<file path="src/rtl/nx_node_pkg.sv">
// Shared types and constants for the nx_node control path: command ids,
// payload field positions and the transmit-scheduler state encoding.
`timescale 1ns/1ps
package nx_node_pkg;

    localparam int DEF_PAYLOAD_W = 24;
    localparam int DEF_INSTR_W   = 15;
    localparam int DEF_IO_W      = 4;
    localparam int DEF_SLOTS     = 32;

    // SIGNAL_STATE carries the value at a fixed bit, the index sits at the bottom
    localparam int VALUE_BIT      = 8;
    localparam int SIG_INDEX_LSB  = 0;
    localparam int LOAD_SLOT_LSB  = 0;

    typedef enum logic [1:0] {
        CMD_LOAD_INSTR   = 2'd0,
        CMD_SIGNAL_STATE = 2'd1,
        CMD_RSVD_2       = 2'd2,
        CMD_RSVD_3       = 2'd3
    } cmd_t;

    typedef enum logic {
        TX_IDLE = 1'b0,
        TX_SEND = 1'b1
    } tx_state_t;

    function automatic logic [7:0] sat_inc8(input logic [7:0] v);
        return (v == 8'hFF) ? v : (v + 8'd1);
    endfunction

endpackage

</file>
<file path="src/rtl/nx_node_control_rr_arbiter.sv">
// Round-robin picker: returns the first asserted request at or after ptr_i,
// wrapping around, plus a flag telling whether any request is present.
`timescale 1ns/1ps
module nx_rr_arbiter #(
    parameter int N  = 4,
    parameter int PW = $clog2(N)
) (
    input  logic [N-1:0]  req_i,
    input  logic [PW-1:0] ptr_i,
    output logic [PW-1:0] grant_o,
    output logic          any_o
);

    // Scan from the farthest offset down so the nearest request wins last
    always_comb begin
        int          sum_v;
        logic [PW-1:0] idx_v;
        grant_o = '0;
        any_o   = 1'b0;
        sum_v   = 0;
        idx_v   = '0;
        for (int off = N - 1; off >= 0; off--) begin
            sum_v   = int'(ptr_i) + off;
            sum_v   = (sum_v >= N) ? (sum_v - N) : sum_v;
            idx_v   = PW'(sum_v);
            grant_o = req_i[idx_v] ? idx_v : grant_o;
            any_o   = any_o | req_i[idx_v];
        end
    end

endmodule

</file>
<file path="src/rtl/nx_node_control.sv">
// Command decoder and output scheduler between receiver, core and transmitter:
// turns received commands into core load strobes and reports changed core outputs.
`timescale 1ns/1ps
module nx_node_control
    import nx_node_pkg::*;
#(
    parameter int PAYLOAD_W = DEF_PAYLOAD_W,
    parameter int INSTR_W   = DEF_INSTR_W,
    parameter int IO_W      = DEF_IO_W,
    parameter int SLOTS     = DEF_SLOTS,
    parameter int SLOT_W    = $clog2(SLOTS),
    parameter int IDX_W     = $clog2(IO_W)
) (
    input  logic                 clk,
    input  logic                 rst,
    input  logic                 in_setup,
    input  logic [1:0]           rx_command,
    input  logic [PAYLOAD_W-1:0] rx_payload,
    input  logic                 rx_valid,
    output logic                 rx_ready,
    output logic [INSTR_W-1:0]   load_instr,
    output logic [SLOT_W-1:0]    load_slot,
    output logic                 load_valid,
    output logic                 in_value,
    output logic [IDX_W-1:0]     in_index,
    output logic                 in_valid,
    input  logic [IO_W-1:0]      out_values,
    input  logic [IO_W-1:0]      out_valids,
    output logic [1:0]           tx_command,
    output logic [PAYLOAD_W-1:0] tx_payload,
    output logic                 tx_valid,
    input  logic                 tx_ready,
    output logic [7:0]           drop_count
);

    cmd_t                 rx_cmd_s;
    logic                 rx_hs_s;

    logic                 rx_ready_q;
    logic                 load_valid_q, load_valid_d;
    logic [INSTR_W-1:0]   load_instr_q, load_instr_d;
    logic [SLOT_W-1:0]    load_slot_q,  load_slot_d;
    logic                 in_valid_q,   in_valid_d;
    logic                 in_value_q,   in_value_d;
    logic [IDX_W-1:0]     in_index_q,   in_index_d;
    logic [7:0]           drop_q,       drop_d;

    tx_state_t            tx_state_q,   tx_state_d;
    logic                 tx_valid_q,   tx_valid_d;
    logic [1:0]           tx_cmd_q,     tx_cmd_d;
    logic [PAYLOAD_W-1:0] tx_payload_q, tx_payload_d;
    logic [IDX_W-1:0]     sel_idx_q,    sel_idx_d;
    logic                 sel_val_q,    sel_val_d;
    logic [IO_W-1:0]      sent_q,       sent_d;
    logic [IO_W-1:0]      known_q,      known_d;
    logic [IDX_W-1:0]     rr_ptr_q,     rr_ptr_d;

    logic [IO_W-1:0]      pend_s;
    logic [IDX_W-1:0]     grant_s;
    logic                 any_s;

    assign rx_cmd_s = cmd_t'(rx_command);
    assign rx_hs_s  = rx_valid & rx_ready_q;

    generate
        if (SLOT_W + INSTR_W < PAYLOAD_W) begin : g_pad
            logic unused_s;
            assign unused_s = ^rx_payload[PAYLOAD_W-1:SLOT_W+INSTR_W];
        end
    endgenerate

    // Command decode; field registers only move when their strobe fires
    always_comb begin
        load_valid_d = 1'b0;
        load_instr_d = load_instr_q;
        load_slot_d  = load_slot_q;
        in_valid_d   = 1'b0;
        in_value_d   = in_value_q;
        in_index_d   = in_index_q;
        drop_d       = drop_q;
        if (rx_hs_s) begin
            case (rx_cmd_s)
                CMD_LOAD_INSTR: begin
                    if (in_setup) begin
                        load_valid_d = 1'b1;
                        load_instr_d = rx_payload[SLOT_W +: INSTR_W];
                        load_slot_d  = rx_payload[LOAD_SLOT_LSB +: SLOT_W];
                    end else begin
                        drop_d = sat_inc8(drop_q);
                    end
                end
                CMD_SIGNAL_STATE: begin
                    in_valid_d = 1'b1;
                    in_value_d = rx_payload[VALUE_BIT];
                    in_index_d = rx_payload[SIG_INDEX_LSB +: IDX_W];
                end
                default: begin
                    drop_d = sat_inc8(drop_q);
                end
            endcase
        end else begin
            drop_d = drop_q;
        end
    end

    // An output needs reporting when valid and never sent or differing from what was sent
    assign pend_s = out_valids & (~known_q | (out_values ^ sent_q));

    nx_rr_arbiter #(
        .N  (IO_W),
        .PW (IDX_W)
    ) u_arb (
        .req_i   (pend_s),
        .ptr_i   (rr_ptr_q),
        .grant_o (grant_s),
        .any_o   (any_s)
    );

    // Transmit scheduler: capture one changed output, hold it until accepted
    always_comb begin
        tx_state_d   = tx_state_q;
        tx_valid_d   = tx_valid_q;
        tx_cmd_d     = tx_cmd_q;
        tx_payload_d = tx_payload_q;
        sel_idx_d    = sel_idx_q;
        sel_val_d    = sel_val_q;
        sent_d       = sent_q;
        known_d      = known_q;
        rr_ptr_d     = rr_ptr_q;
        case (tx_state_q)
            TX_IDLE: begin
                if (any_s) begin
                    tx_valid_d                   = 1'b1;
                    tx_cmd_d                     = CMD_SIGNAL_STATE;
                    tx_payload_d                 = '0;
                    tx_payload_d[VALUE_BIT]      = out_values[grant_s];
                    tx_payload_d[SIG_INDEX_LSB +: IDX_W] = grant_s;
                    sel_idx_d                    = grant_s;
                    sel_val_d                    = out_values[grant_s];
                    tx_state_d                   = TX_SEND;
                end else begin
                    tx_valid_d = 1'b0;
                end
            end
            TX_SEND: begin
                if (tx_ready) begin
                    tx_valid_d         = 1'b0;
                    sent_d[sel_idx_q]  = sel_val_q;
                    known_d[sel_idx_q] = 1'b1;
                    rr_ptr_d           = (sel_idx_q == IDX_W'(IO_W - 1)) ? '0
                                                                         : (sel_idx_q + 1'b1);
                    tx_state_d         = TX_IDLE;
                end else begin
                    tx_valid_d = 1'b1;
                end
            end
            default: begin
                tx_valid_d = 1'b0;
                tx_state_d = TX_IDLE;
            end
        endcase
    end

    // State and output registers
    always_ff @(posedge clk or posedge rst) begin
        if (rst) begin
            rx_ready_q   <= 1'b0;
            load_valid_q <= 1'b0;
            load_instr_q <= '0;
            load_slot_q  <= '0;
            in_valid_q   <= 1'b0;
            in_value_q   <= 1'b0;
            in_index_q   <= '0;
            drop_q       <= 8'd0;
            tx_state_q   <= TX_IDLE;
            tx_valid_q   <= 1'b0;
            tx_cmd_q     <= 2'd0;
            tx_payload_q <= '0;
            sel_idx_q    <= '0;
            sel_val_q    <= 1'b0;
            sent_q       <= '0;
            known_q      <= '0;
            rr_ptr_q     <= '0;
        end else begin
            rx_ready_q   <= 1'b1;
            load_valid_q <= load_valid_d;
            load_instr_q <= load_instr_d;
            load_slot_q  <= load_slot_d;
            in_valid_q   <= in_valid_d;
            in_value_q   <= in_value_d;
            in_index_q   <= in_index_d;
            drop_q       <= drop_d;
            tx_state_q   <= tx_state_d;
            tx_valid_q   <= tx_valid_d;
            tx_cmd_q     <= tx_cmd_d;
            tx_payload_q <= tx_payload_d;
            sel_idx_q    <= sel_idx_d;
            sel_val_q    <= sel_val_d;
            sent_q       <= sent_d;
            known_q      <= known_d;
            rr_ptr_q     <= rr_ptr_d;
        end
    end

    assign rx_ready   = rx_ready_q;
    assign load_valid = load_valid_q;
    assign load_instr = load_instr_q;
    assign load_slot  = load_slot_q;
    assign in_valid   = in_valid_q;
    assign in_value   = in_value_q;
    assign in_index   = in_index_q;
    assign drop_count = drop_q;
    assign tx_valid   = tx_valid_q;
    assign tx_command = tx_cmd_q;
    assign tx_payload = tx_payload_q;

endmodule
</file>
<file path="config.mk">
export PLATFORM = sky130hd
export DESIGN_NAME = nx_node_control
export DESIGN_NICKNAME = d
export VERILOG_FILES = /design/src/rtl/nx_node_pkg.sv /design/src/rtl/nx_node_control_rr_arbiter.sv /design/src/rtl/nx_node_control.sv
export SDC_FILE = /design/constraint.sdc
export NUM_CORES = 1
export LEC_CHECK = 0
export BUFFER_PORTS_ARGS = -buffer_cell sky130_fd_sc_hd__clkbuf_2
export CAP_MARGIN = 5
export CORE_UTILIZATION = 53
export CTS_BUF_LIST = sky130_fd_sc_hd__clkbuf_2
export CTS_CLUSTER_SIZE = 30
export DETAILED_ROUTE_END_ITERATION = 16
export GPL_ROUTABILITY_DRIVEN = 0
export GPL_TIMING_DRIVEN = 0
export PLACE_DENSITY = 0.95
export SETUP_SLACK_MARGIN = 0.2
export SLEW_MARGIN = 20
export SYNTH_ARGS = -nofsm -noshare
export SYNTH_HDL_FRONTEND = slang
export SYNTH_SLANG_ARGS = --single-unit
</file>
<file path="constraint.sdc">
create_clock -name clk -period 3.9 [get_ports clk]
set_clock_uncertainty 0.15 [all_clocks]
set_input_delay 0.195 -clock clk [delete_from_list [all_inputs] [get_ports clk]]
set_output_delay 0.195 -clock clk [all_outputs]
set_load 0.01 [all_outputs]
</file>
==> flow_summary.toml, run 1 <==
[status]
status = "completed"

[routing]
drtIter0Drc = 85
wl_um = 5420
dr.pass1.iters = 5
vias = 1825
ant_nets = 0
via_per_inst = 4.96
wl_per_cell_um = 14.7
drc = 0

[yosys]
yosys_warnings = 0
synthArstFlopShare = 1.00
synthCells = 189
synth_edf_count = 0
synth_area_leaders = "dfrtp_1 53%, mux2_2 15%, buf_4 7.5%"
synth_area_leader_cell = "dfrtp_1"
synth_cell_types = 35
syn_area_mm2 = 0.00231
syn-mean-instance-area_um2 = 12.2
synth_top_area_frac = 0.531
ys.flop_type = "dfrtp_1"
synth.most_common_cell = "dfrtp_1"
synth_seq_cells = 49
ys_seq_area_frac = 0.531
synthTopCellsByCount = "49 x dfrtp_1, 30 x mux2_2, 23 x buf_4, 15 x nand2_1, 9 x nor2_1"

[clocking]
cts-buffers-inserted = 5
htree_levels = 2
cts_buffer_depth = 2
root_buffer = "clkbuf_2"
postCtsSetupBuffers = 0
cts_sinks = 49
path_clk_slew_ps = 270
clk_latency_ps = 450
cts_tree = "done"

[placement]
pre_cts_slack_ps = 1720
dp_hpwl_um = 3450
io_buffers = 73
placed_cells = 334

[critical_path]
crit_path_max_incr_delay_ps = 590
crit_chain = "xor2_1 > o21ai_0 > o21ai_0 > and3_1 > mux2i_1 > dlygate4sd3_1 > o221ai_2 > dlygate4sd3_1"
r2r-end = "sel_val_q"
endpoint_kind = "register"
start_kind = "register"
cp_data_arrival_time_ps = 3130
cp_slowest_cell = "dlygate4sd3_1"
crit_type = "reg2reg"
path_buf_inv = 2
cp.required_ps = 4130
reg2reg_from = "sent_q[1]"
cp_max_fo = 3
cp_top_family = "buffers and inverters"
reg2reg_depth = 8
r2r_setup_slack_ps = 1000

[power_and_ir_drop]
p_leak_nw = 1.63
powerDensity_mw_per_mm2 = 500
irDropWorstVdd_mv = 0.374

[cells_and_area]
diodes = 0
postLayoutCoreUtil = 0.768
multi_input_area_um2 = 950
n_fill_cell = 269
drive_above_1_share = 0.450
fin_nets = 361
final-seq-area_mm2 = 0.00123
synthToLayoutAreaGrowth_pct = 35.9
final_cells = 368

[floorplan]
row_count = 23
die_y_um = 68.0
start_util = 0.565
dieWidth_um = 68.0
pin_count = 100
dieArea_mm2 = 0.00463
core_area_mm2 = 0.00409

[worst_hold_path]
hp-class = "in2async"

[sta]
fin_ws_ps = 1000
rsz0062_at_grt = "no"
final.min_clock_period_ps = 2900
finalSetupTns_ps = 0
hold_violations = 0
slew_violations = 0
setup-violations-final = 0
worst_slew_pin_slew_ps = 586
post-route-period-util = 0.743
relSlewSlack = 0.609
fmax_ghz = 0.345

[job]
maxCapViolCount = 0

[grt]
grt_pass1_wl_um = 8510
overflow = 0
grt_max_degree = 35
grtUsageTotal = 0.260
antenna_found_initial = 0
first_global_vias = 1849
## cell usage in the layout (no fill, tap or decap), types with 2 or more instances in the layout
cell           count
nand2b_1           3
dlygate4sd3_1     26
inv_1              6
ha_1               5
buf_4             23
nand3b_1           2
buf_2              2
dfrtp_1           49
a21oi_1            3
clkbuf_2          78
a21boi_0           2
mux2i_1            2
nor2_1             9
xnor2_1            6
xor2_1             5
o21a_1             2
mux2_2            30
conb_1            23
nand2_1           15
o21ai_0            5
## area by class of cell
class,instances,area share
plain buffers,26,0.0594
clock buffers,5,0.00797
clock inverters,3,0.00558
inverters,7,0.00837
multi-input cells,128,0.303
flip-flops and latches,49,0.391
well taps,50,0.0199
repair buffers,100,0.206
## worst min-delay path: stages
cell	delay [ps]
dlygate4sd3_1	530
clkbuf_2	110
inv_2	280
## per-layer routing
| layer | part of all wire | track usage | vias to the layer above |
|---|---|---|---|
| met2 | 0.52 | 0.442 | 95 |
| met1 | 0.38 | 0.289 | 867 |
| met4 | 0.024 | 0.117 | 0 |
| li1 | - | - | 848 |
| met3 | 0.084 | 0.0933 | 15 |
| met5 | 0 | 0 | - |
## power by group
part | internal (mW) | leakage (nW) | switching, mW
registers | 0.638 | 0.590 | 0.129
logic | 0.316 | 1.01 | 0.276
clock network | 0.0425 | 0.0304 | 0.169
## logic make-up (layout without fill, tap and decap cells)
logic type,after synthesis,in the layout,share of synthesized area
AND/OR/NAND/NOR,40,40,0.0953
flip-flops,49,49,0.531
buffers and inverters,33,141,0.0921
AO/OA/AOI/OAI,17,17,0.0547
XOR/XNOR,11,11,0.0417
multiplexers,32,32,0.155
adder cells (fa/ha/maj),5,5,0.0271
other,2,23,0.00325
## through the flow
stage / power, mW / instance area [um^2] / hold WS (ps)
floorplan: 1.12 / 2390 / 195
global route: 1.68 / 3140 / 38.0
global placement: 1.28 / 2820 / 277
finish: 1.57 / 3140 / 49.3
detailed placement: 1.32 / 2840 / 22.5
CTS: 1.56 / 3140 / 46.5
## flip-flops by register name (all words and copies together), names as in the netlist
signal / flops
load_instr: 15
tx_command: 1
sent_q: 4
load_valid: 1
drop_count: 8
known_q: 4
tx_valid: 1
sel_idx_q: 1
rx_ready: 1
tx_payload: 1
sel_val_q: 1
in_valid: 1
in_index: 2
in_value: 1
load_slot: 5
rr_ptr_q: 2
## what timing repair did
| action | CTS | global route |
|---|---|---|
| gates resized for setup | 0 | 0 |
| endpoints found under the hold margin | 74 | 0 |
| hold buffers | 26 | 0 |
## worst max-delay path by stage
stage / start / end / slack, ps / cells past startpoint
after global placement: drop_count[0] / drop_count[7] / 1820 / 7
final: sent_q[1] / sel_val_q / 1000 / 8
after detailed placement: drop_count[0] / drop_count[7] / 1720 / 7
after CTS: sent_q[1] / sel_val_q / 1030 / 8
after global routing: sent_q[1] / sel_val_q / 820 / 8
after floorplan: drop_count[0] / drop_count[7] / 1920 / 7
No activity file was read; power rests on OpenSTA's default activity.
==> inputs of run 2 (changes only) <==
Settings changed: CORE_UTILIZATION 53 to 44, PLACE_DENSITY 0.95 to 0.85.
Clock period 3.9 ns to 2.4 ns, I/O delays scaled along.
==> flow_summary.toml, run 2 (synthesis gave the netlist of run 1 again) <==
[status]
status = "completed"

[placement]
place_area_mm2 = 0.00287
placed_cells = 354
io_buffers = 73
pre_cts_slack_ps = 276
dp_hpwl_um = 3410

[grt]
grt_pass1_wl_um = 8050
grtUsageTotal = 0.195
first_global_vias = 1771
antenna_found_initial = 0
overflow = 0
grt_max_degree = 30

[critical_path]
crit_type = "reg2reg"
start_kind = "register"
cp_max_fo = 6
cp.required_ps = 2610
reg2reg_depth = 7
endpoint_kind = "register"
cp_data_arrival_time_ps = 2360

[clocking]
root_buffer = "clkbuf_2"
cts_tree = "done"
cts-buffers-inserted = 5
cts_sinks = 49
htree_levels = 2
cts_buffer_depth = 2
path_clk_slew_ps = 240
clk_latency_ps = 410

[cells_and_area]
synthToLayoutAreaGrowth_pct = 39.5
final_cell_mix = "78 x clkbuf_2, 49 x dfrtp_1, 30 x mux2_2, 30 x dlygate4sd3_1"
fin_nets = 365
final_cells = 392
largest_reg_flops = 15
diodes = 0
layout_commonest_cell = "clkbuf_2"
n_fill_cell = 397
postLayoutCoreUtil = 0.635
stdcell_area_mm2 = 0.00322
drive_above_1_share = 0.444

[sta]
setup-violations-final = 0
fin_ws_ps = 252
finalSetupTns_ps = 0
slew_violations = 0
hold_violations = 0
worst_slew_pin_slew_ps = 696
fmax_ghz = 0.466
post-route-period-util = 0.895
relSlewSlack = 0.529
final.min_clock_period_ps = 2150
rsz0062_at_grt = "no"
whs_ps = 54.2

[floorplan]
dieWidth_um = 74.5
pin_count = 100
row_count = 26
die_y_um = 74.5
core_area_mm2 = 0.00507
dieArea_mm2 = 0.00554
start_util = 0.455

[routing]
via_per_inst = 4.51
vias = 1767
wl_um = 5130
drtIter0Drc = 42
dr.pass1.iters = 4
wl_per_cell_um = 13.1
ant_nets = 0
drc = 0

[job]
maxCapViolCount = 0

[power_and_ir_drop]
p_total_mw = 2.50
powerDensity_mw_per_mm2 = 777
irDropWorstVdd_mv = 0.656
p_leak_nw = 1.65

[worst_hold_path]
hp-class = "in2reg"
hold_depth = 5
-- run 2: cell types whose count changed in the layout (fill, tap and decap cells not counted), sizes merged --
cell         previous run  this run
dlygate4sd3            26        30
-- run 2: power by group --
group	internal, mW	total, mW	switching, mW
clock	0.0693	0.329	0.260
sequential	1.04	1.24	0.205
combinational	0.499	0.934	0.435
total	1.60	2.50	0.900
-- run 2: cell type report --
class	instances	area [um^2]	share of cell area
timing repair buffer	104	693	0.215
multi-input combinational	128	961	0.298
buffer	26	186	0.0578
inverter	7	26.3	0.00815
sequential	49	1230	0.380
tap	70	87.6	0.0272
clock buffer	5	25.0	0.00776
clock inverter	3	17.5	0.00543
-- run 2: worst paths after layout --
kind | start | to | slack [ps]
max in group asynchronous | rst | drop_count[0] | 1400
worst min-delay path | out_valids[3] | tx_valid | 50
worst max-delay path | drop_count[0] | drop_count[7] | 250
worst min register to register | known_q[1] | known_q[1] | 340
worst max register to register | drop_count[0] | drop_count[7] | 250
min in group asynchronous | rst | load_instr[10] | 170
-- run 2: what timing repair did --
action	in CTS	in global routing
hold endpoints to repair	61	0
gates resized for setup	0	1
hold buffers	30	0
setup endpoints to repair	0	2
buffers inserted	0	0
-- run 2: per-layer routing --
layer / track usage / up-vias / wire length (um)
met5: 0 / - / 0
met4: 0.0881 / 0 / 153
met3: 0.0434 / 16 / 318
met2: 0.336 / 73 / 2620
met1: 0.232 / 826 / 2040
li1: - / 852 / -
-- run 2: critical path: stages, from the launching register on --
cell,delay [ps]
dfrtp_1,490
ha_1,250
nand2_1,70
nor2_1,70
a311oi_4,450
nand4_2,200
nor3_1,250
xor2_1,170
